[config.mk]
export PLATFORM = sky130hd
export DESIGN_NAME = innovation_covariance_2x2
export DESIGN_NICKNAME = d
export VERILOG_FILES = /design/src/rtl/innovation_covariance_2x2.sv
export SDC_FILE = /design/constraint.sdc
export NUM_CORES = 1
export LEC_CHECK = 0
export ABC_AREA = 1
export CAP_MARGIN = 20
export CORE_MARGIN = 4
export CORE_UTILIZATION = 52
export DETAILED_ROUTE_END_ITERATION = 10
export GPL_TIMING_DRIVEN = 0
export HOLD_SLACK_MARGIN = 0.15
export MAX_ROUTING_LAYER = met4
export PLACE_DENSITY_LB_ADDON = 0.15
export SETUP_SLACK_MARGIN = 0.05
export SYNTH_ARGS = -nofsm -noshare
export SYNTH_HDL_FRONTEND = slang
export SYNTH_SLANG_ARGS = --single-unit
[constraint.sdc]
create_clock -name clk -period 8.3 [get_ports clk]
set_input_delay 1.66 -clock clk [delete_from_list [all_inputs] [get_ports clk]]
set_output_delay 1.66 -clock clk [all_outputs]
set_load 0.02 [all_outputs]
[src/rtl/innovation_covariance_2x2.sv]
// Kalman innovation covariance S = H*P*H' + R for a 2x2 measurement model.
// A single shared signed multiplier is time-multiplexed by a small FSM:
// eight products form T = H*P, eight more form T*H' and R is added per
// element. The finished matrix is presented on S together with a one-cycle
// done pulse that can directly start the downstream 2x2 inverter.
module innovation_covariance_2x2 #(
  parameter int WIDTH = 16,
  parameter int FRAC  = 0
) (
  input  logic                          clk,
  input  logic                          rst_n,
  input  logic                          start,
  input  logic [0:1][0:1][WIDTH-1:0]    H,
  input  logic [0:1][0:1][WIDTH-1:0]    P,
  input  logic [0:1][0:1][WIDTH-1:0]    R,
  output logic [0:1][0:1][WIDTH-1:0]    S,
  output logic                          done
);

  localparam int PW = 2 * WIDTH;
  localparam int AW = 2 * WIDTH + 1;

  typedef enum logic [1:0] {
    ST_IDLE,
    ST_MUL_HP,
    ST_MUL_THT,
    ST_DONE
  } state_t;

  state_t state;
  state_t state_next;

  // Element counter e selects output element (i = e[1], j = e[0]);
  // k selects which of the two terms of that element is being formed.
  logic [1:0] e;
  logic       k;
  logic       idx_i;
  logic       idx_j;
  logic       last_term;

  // Operands captured at start so the caller may change them mid-run.
  logic [0:1][0:1][WIDTH-1:0] h_lat;
  logic [0:1][0:1][WIDTH-1:0] p_lat;
  logic [0:1][0:1][WIDTH-1:0] r_lat;

  // Intermediate H*P and the partially built result.
  logic [0:1][0:1][WIDTH-1:0] t_mat;
  logic [0:1][0:1][WIDTH-1:0] s_next;
  logic [0:1][0:1][WIDTH-1:0] s_final;

  logic signed [WIDTH-1:0] op_a;
  logic signed [WIDTH-1:0] op_b;
  logic signed [PW-1:0]    prod;
  logic signed [AW-1:0]    acc;
  logic signed [AW-1:0]    sum;
  logic        [WIDTH-1:0] elem;
  logic        [WIDTH-1:0] s_elem;

  assign idx_i     = e[1];
  assign idx_j     = e[0];
  assign last_term = k && (e == 2'd3);
  assign done      = (state == ST_DONE);

  // Operand selection for the one shared multiplier, steered by phase, e and k.
  always_comb begin
    op_a = '0;
    op_b = '0;
    case (state)
      ST_MUL_HP: begin
        op_a = h_lat[idx_i][k];
        op_b = p_lat[k][idx_j];
      end
      ST_MUL_THT: begin
        op_a = t_mat[idx_i][k];
        op_b = h_lat[idx_j][k];
      end
      default: begin
        op_a = '0;
        op_b = '0;
      end
    endcase
  end

  // Full signed product, accumulate (fresh on k=0), scale and wrap to WIDTH.
  always_comb begin
    prod    = PW'(op_a) * PW'(op_b);
    sum     = {prod[PW-1], prod} + (k ? acc : AW'(0));
    elem    = WIDTH'(sum >>> FRAC);
    s_elem  = elem + r_lat[idx_i][idx_j];
    s_final = s_next;
    s_final[1][1] = s_elem;
  end

  // Next-state logic: idle until start, two 8-cycle product phases, one done cycle.
  always_comb begin
    state_next = state;
    case (state)
      ST_IDLE:    if (start) state_next = ST_MUL_HP;
      ST_MUL_HP:  if (last_term) state_next = ST_MUL_THT;
      ST_MUL_THT: if (last_term) state_next = ST_DONE;
      ST_DONE:    state_next = ST_IDLE;
      default:    state_next = ST_IDLE;
    endcase
  end

  // State register.
  always_ff @(posedge clk or negedge rst_n) begin
    if (!rst_n) begin
      state <= ST_IDLE;
    end else begin
      state <= state_next;
    end
  end

  // Term/element counters run only in the product phases and wrap back to zero.
  always_ff @(posedge clk or negedge rst_n) begin
    if (!rst_n) begin
      e <= 2'd0;
      k <= 1'b0;
    end else if (state == ST_MUL_HP || state == ST_MUL_THT) begin
      k <= ~k;
      if (k) begin
        e <= e + 2'd1;
      end
    end else begin
      e <= 2'd0;
      k <= 1'b0;
    end
  end

  // Capture H, P and R on the accepting edge.
  always_ff @(posedge clk or negedge rst_n) begin
    if (!rst_n) begin
      h_lat <= '0;
      p_lat <= '0;
      r_lat <= '0;
    end else if (state == ST_IDLE && start) begin
      h_lat <= H;
      p_lat <= P;
      r_lat <= R;
    end
  end

  // Accumulator and per-element write-back into T or the pending result.
  always_ff @(posedge clk or negedge rst_n) begin
    if (!rst_n) begin
      acc    <= '0;
      t_mat  <= '0;
      s_next <= '0;
    end else begin
      if (state == ST_MUL_HP || state == ST_MUL_THT) begin
        acc <= sum;
      end
      if (state == ST_MUL_HP && k) begin
        t_mat[idx_i][idx_j] <= elem;
      end
      if (state == ST_MUL_THT && k) begin
        s_next[idx_i][idx_j] <= s_elem;
      end
    end
  end

  // Output register: updated only on the edge entering DONE. The last element
  // is finished on that same edge, so it is taken straight from the datapath.
  always_ff @(posedge clk or negedge rst_n) begin
    if (!rst_n) begin
      S <= '0;
    end else if (state == ST_MUL_THT && last_term) begin
      S <= s_final;
    end
  end

endmodule

==> impl_metrics.ini, run 1 <==
[hold_path]
hold_path_end = S[25]
hp-class = flip-flop to flip-flop
hold_depth = 2
hold_start = s_final[25]

[run]
maxCapViolCount = 0

[clocking]
clk_latency_ns = 0.59
cts-buffers-inserted = 42
cts_tree = done
cts_max_level = 2
cts_num_sinks = 389
root_buffer = clkbuf_16
clkSlewWorstSetupHoldPaths_ns = 0.06
cts_max_path_buffers = 3
hold_buffers = 0

[power_and_ir_drop]
ir_worst_vdd_mv = 0.517
p_leak_nw = 14.7
p_per_area_nw_per_um2 = 476

[worst_setup_path]
arrival_ns = 8.76
r2r_start = e[1]
path_max_fanout = 10
r2r_slack_ns = 0.04
required_ns = 8.80
cpMostUsedCell = nand2_1
crit_buf_inv = 10
start_kind = flip-flop
crit_type = flip-flop to flip-flop
max_stage_delay_ns = 0.55
crit_slowest_cell = fa_2
regToRegEndpoint = s_final[31]
end_kind = flip-flop
setup.worst_path.start = e[1]
r2r_cells = 45
critPathTopFamily = adder cells

[outcome]
status = finished clean

[detailed_routing]
drt.antenna.violating_nets = 0
firstDrtPassIters = 8
drt-total-wl_um = 77900
drc = 0
avgViaCountPerCell = 5.63
dr_total_vias = 21400
wl_per_cell_um = 20.5
drt_iter0_drc = 2262

[synthesis]
ys_seq_area_frac = 0.423
synth_enable_flop_cells = 0
syn_nets = 3139
synthFlopType = dfrtp_1
syn_avg_cell_area_um2 = 8.33
netlist_area_um2 = 23000
syn-instance-count = 2764
synth-warning-count = 0
async_reset_ff_frac = 1.00
synth-seq-cells = 389
ys_types = 42

[place]
gp_congestion = 0.983
hpwl_um = 56500
post-place-ws_ns = -2.17
placed_cell_area_um2 = 26400
io_buffers = 259

[finish]
synthToLayoutAreaGrowth_pct = 32.3
final_nets = 3557
post_route_cells_drive_above_1_share = 0.181
nFillCells = 3453
ff_latch_area_um2 = 9740
final_cell_mix = nand2_1, dfrtp_1, inv_1, clkdlybuf4s50_1, nor2_1
fin_util = 0.701
multi_input_area_um2 = 12400
design_area_um2 = 30500
final_common_cell = nand2_1
antennaDiodeCount = 0

[timing]
hold_violations = 0
setup_viol = 0
fin_ws_ns = 0.0364
rsz0062_at_grt = true
drv_slew = 0
layout_min_cycle_time_ns = 8.26
worst_pin_slew_ns = 0.863
fin_worst_skew_ns = 0.0335
maxSlewHeadroom = 0.424
fmax_mhz = 121
timing.final.crit_share = 0.996

[floorplan]
core_um2 = 43500
die_x_um = 218
die_y_um = 218
rows = 76
start_util = 0.530
dieArea_um2 = 47700
ios = 260

[global_route]
grt_pass1_vias = 21000
antenna_found_initial = 0
grt-ovfl-total = 0
grt_max_degree = 108
grt_pass1_wl_um = 118000
track_usage = 0.329
-- worst min-delay path, cell delays in order, from the launching register on --
cell	delay [ns]
dfrtp_1	0.34
nand2_1	0.05
nand2_1	0.05
-- state kept, by name, indices dropped and copies added (netlist names) --
signal and flops:
S 64, acc 16, e 2, h_lat 64, k 1, p_lat 64
r_lat 64, s_final 48, state 2, t_mat 64
-- how the worst max path moves through the flow --
stage / to / cells past startpoint
final: s_final[31] / 45
after global routing: s_final[47] / 45
after floorplan: S[15] / 42
after detailed placement: S[15] / 44
after global placement: S[27] / 1
after CTS: S[15] / 46
-- where the power goes --
group | leakage (nW) | internal, W | switching [W]
combinational | 9.36 | 0.00364 | 0.00586
sequential | 4.63 | 0.00265 | 0.000396
clock | 0.714 | 0.00118 | 0.000789
-- through the flow --
| step | hold slack, ns | TNS [ns] | power, W | std cells |
|---|---|---|---|---|
| after global routing | 0.502 | -1.07 | 0.0153 | 3798 |
| after CTS | 0.471 | 0 | 0.0133 | 3741 |
| after global placement | 0.453 | -4356.69 | 0.00993 | 3608 |
| after detailed placement | 0.458 | -38.65 | 0.0101 | 3611 |
| after floorplan | 0.442 | 0 | 0.00747 | 2764 |
| final | 0.471 | 0 | 0.0145 | 3798 |
-- cell type report --
cell class | instances | area share
timing repair buffer | 376 | 0.124
sequential | 389 | 0.320
clock inverter | 12 | 0.00587
multi-input combinational | 1916 | 0.406
inverter | 328 | 0.0426
buffer | 129 | 0.0367
tap | 585 | 0.0240
clock buffer | 63 | 0.0414
-- synth_stat cells, types with 12 or more instances --
master | number | share of area
ha_1 | 99 | 0.054
xor2_1 | 26 | 0.0099
o21ai_1 | 34 | 0.0074
inv_2 | 14 | 0.0023
dfrtp_1 | 389 | 0.42
o211ai_1 | 24 | 0.0078
mux2_2 | 127 | 0.062
buf_4 | 12 | 0.0039
o22ai_1 | 21 | 0.0057
nor2_1 | 254 | 0.041
a21oi_1 | 131 | 0.028
fa_1 | 81 | 0.070
buf_2 | 23 | 0.0050
nand3_1 | 76 | 0.017
o21ai_0 | 234 | 0.051
inv_1 | 311 | 0.051
buf_1 | 15 | 0.0024
nand2_1 | 742 | 0.12
clkbuf_1 | 72 | 0.012
nand4_1 | 12 | 0.0033
-- logic make-up after synthesis --
group / after synthesis / synth area share
adder cells (fa/ha/maj): 180 / 0.124
AND/OR/NAND/NOR: 1113 / 0.190
flip-flops: 389 / 0.423
buffers and inverters: 459 / 0.0810
AO/OA/AOI/OAI: 460 / 0.106
XOR/XNOR: 36 / 0.0137
multiplexers: 127 / 0.0621
-- routing by layer --
layer / part of all wire / GRT usage / vias up / wire length [um]
li1: - / - / 9652 / -
met1: 0.41 / 0.443 / 10500 / 32000
met2: 0.47 / 0.516 / 1020 / 36400
met3: 0.080 / 0.0471 / 215 / 6210
met4: 0.043 / 0.112 / 0 / 3320
met5: 0 / - / - / 0
-- timing repair --
action,4_1_cts,5_1_grt
setup endpoints to repair,52,28
cloned,5,4
endpoints found under the hold margin,0,0
resized for setup,262,165
pin swaps,63,119
buffers inserted,52,53
Note: power is estimated with default switching activity, not from simulation.
==> inputs of run 2 (changes only) <==
- ABC_AREA: 1 -> unset
- CAP_MARGIN: 20 -> unset
- PLACE_DENSITY_LB_ADDON: 0.15 -> 0.1
==> impl_metrics.ini, run 2 <==
[outcome]
status = finished clean

[timing]
drv_slew = 0
rsz0062_at_grt = true
fin_worst_skew_ns = 0.0275
timing.final.crit_share = 0.999
maxSlewHeadroom = 0.298
layout_min_cycle_time_ns = 8.29
setup_viol = 0
worst_pin_slew_ns = 1.04
fmax_mhz = 121
hold_violations = 0
fin_ws_ns = 0.00928

[floorplan]
die_x_um = 214
core_um2 = 42000
rows = 75
dieArea_um2 = 45900
die_y_um = 214
start_util = 0.526
ios = 260

[worst_setup_path]
setup.worst_path.start = e[1]
end_kind = flip-flop
required_ns = 8.74
arrival_ns = 8.73
crit_type = flip-flop to flip-flop
max_stage_delay_ns = 0.55
regToRegEndpoint = s_final[31]
path_max_fanout = 8
crit_slowest_cell = mux4_2
crit_end = s_final[31]
start_kind = flip-flop
r2r_start = e[1]
cpMostUsedCell = fa_1
r2r_slack_ns = 0.009
r2r_cells = 35

[clocking]
clk_latency_ns = 0.58
cts_max_path_buffers = 3
cts_max_level = 2
hold_buffers = 0
cts_num_sinks = 389
cts_tree = done
cts-buffers-inserted = 43
clkSlewWorstSetupHoldPaths_ns = 0.06
root_buffer = clkbuf_16

[synthesis]
synth_enable_flop_cells = 0
ys_types = 57
syn_nets = 2199
synth_area_leaders = dfrtp_1, mux2_2, fa_1
muxShareOfSynthArea = 0.217
ys_seq_area_frac = 0.440
synth-warning-count = 0
netlist_area_um2 = 22100
syn_avg_cell_area_um2 = 12.1
synth-xor-area-share = 0.0297
async_reset_ff_frac = 1.00
yosysTopAreaCell = dfrtp_1
synthFlopType = dfrtp_1
synth_compound_area_frac = 0.0654
ys_top_cells_by_count = dfrtp_1, mux2_2, nand2_1
synth_top_family_by_area = multiplexers
synth-seq-cells = 389
synth_most_common_cell = dfrtp_1
synth-simple-area-share = 0.0732
syn-instance-count = 1824
synth-adder-area-share = 0.130
synth_top_area_share = 0.440

[global_route]
grt_pass1_wl_um = 96900
grt-ovfl-total = 0
antenna_found_initial = 3
track_usage = 0.281
grt_max_degree = 126
grt_pass1_vias = 16800

[detailed_routing]
avgViaCountPerCell = 5.68
drc = 0
drt_iter0_drc = 1083
firstDrtPassIters = 5
dr_total_vias = 15900
drt.antenna.violating_nets = 0
wl_per_cell_um = 22.8
drt-total-wl_um = 63900

[finish]
post_route_cells_drive_above_1_share = 0.315
synthToLayoutAreaGrowth_pct = 31.2
final_common_cell = dfrtp_1
nFillCells = 3109
design_area_um2 = 29000
final_nets = 2603
final_cell_mix = dfrtp_1, mux2_2, clkdlybuf4s50_1, nand2_1, inv_1

[power_and_ir_drop]
p_sw_frac = 0.427
clock_power_share = 0.151
intPower_w = 0.00785
p_switching_w = 0.00585
ir_worst_vdd_mv = 0.587
p_leak_nw = 12.9
combPwrFrac = 0.626
p_per_area_nw_per_um2 = 472
seq_power_share = 0.223

[place]
io_buffers = 259
placed_cell_area_um2 = 25500
gp_congestion = 0.916
post-place-ws_ns = -2.03
hpwl_um = 46800

[run]
maxCapViolCount = 0

[hold_path]
hp-class = flip-flop to flip-flop
[run 2: cell types whose count changed after synthesis, moves of 35 or more]
cell and delta:
nand2_1 -592, nor2_1 -170, inv_1 -165, mux2_2 +142, o21ai_0 -112, a21oi_1 -99
mux4_2 +68, nand3_1 -66, nand2b_1 +38, xnor2_1 +35
[run 2: layout make-up]
| class | instances | area [um2] | share of cell area |
|---|---|---|---|
| Timing Repair Buffer | 359 | 3460 | 0.119 |
| Buffer | 87 | 716 | 0.0247 |
| Tap cell | 539 | 674 | 0.0232 |
| Sequential cell | 389 | 9730 | 0.335 |
| Clock inverter | 11 | 213 | 0.00733 |
| Antenna cell | 4 | 10.0 | 0.000345 |
| Clock buffer | 68 | 1350 | 0.0466 |
| Inverter | 146 | 548 | 0.0189 |
| Multi-Input combinational cell | 1202 | 12300 | 0.425 |
[run 2: logic make-up after synthesis]
family | Yosys count
flops | 389
mux | 362
simple gates | 355
compound gates | 237
buf+inv | 233
fa+ha+maj | 181
xor+xnor | 67
[run 2: how the worst min path moves through the flow]
stage	from	end	slack, ns	depth (start not counted)
after global routing	t_mat[11]	t_mat[11]	0.50	2
after floorplan	t_mat[34]	t_mat[34]	0.44	2
after detailed placement	t_mat[12]	t_mat[12]	0.46	2
after global placement	t_mat[24]	t_mat[24]	0.46	2
final	t_mat[21]	t_mat[21]	0.48	2
after CTS	t_mat[12]	t_mat[12]	0.48	2
[run 2: repair_timing]
| action | in CTS | in global routing |
|---|---|---|
| pin swaps | 26 | 78 |
| setup endpoints to repair | 63 | 25 |
| hold endpoints to repair | 0 | 0 |
| gates resized for setup | 152 | 126 |
| setup buffers | 36 | 61 |
[run 2: per-stage QoR]
step	setup TNS [ns]	total power, W	utilization	hold slack (ns)	std cells
2_1_floorplan	0	0.00723	-	0.445	1824
3_3_place_gp	-4314.81	0.00929	0.604	0.457	2622
3_5_place_dp	-64.85	0.00944	0.606	0.465	2625
4_1_cts	0	0.0126	0.668	0.477	2740
5_1_grt	-1.49	0.0145	0.690	0.504	2804
6_report	0	0.0137	0.690	0.479	2805
[run 2: critical path: cells and delay by family, from the launching register on]
kind                     cells  cell delay [ns]
XOR/XNOR                     4             0.90
multiplexers                 1             0.55
AND/OR/NAND/NOR              4             0.51
flip-flops                   1             0.40
adder cells (fa/ha/maj)      8             3.20
buffers and inverters        9             1.03
AO/OA/AOI/OAI                9             1.55
[run 2: routing by layer]
metal	share of wire	routed length, um	track usage	up-vias
met2	0.48	30700	0.440	549
met5	0	0	-	-
li1	-	-	-	7107
met4	0.028	1770	0.0769	0
met1	0.42	26600	0.372	8150
met3	0.076	4890	0.0692	117
[run 2: power by group through the flow]
stage,registers (W),logic (W),clock network [W]
2_1_floorplan,0.00296,0.00427,0
3_3_place_gp,0.00304,0.00625,0
3_5_place_dp,0.00307,0.00637,0
4_1_cts,0.00304,0.00745,0.00210
5_1_grt,0.00314,0.00914,0.00218
6_report,0.00305,0.00858,0.00207
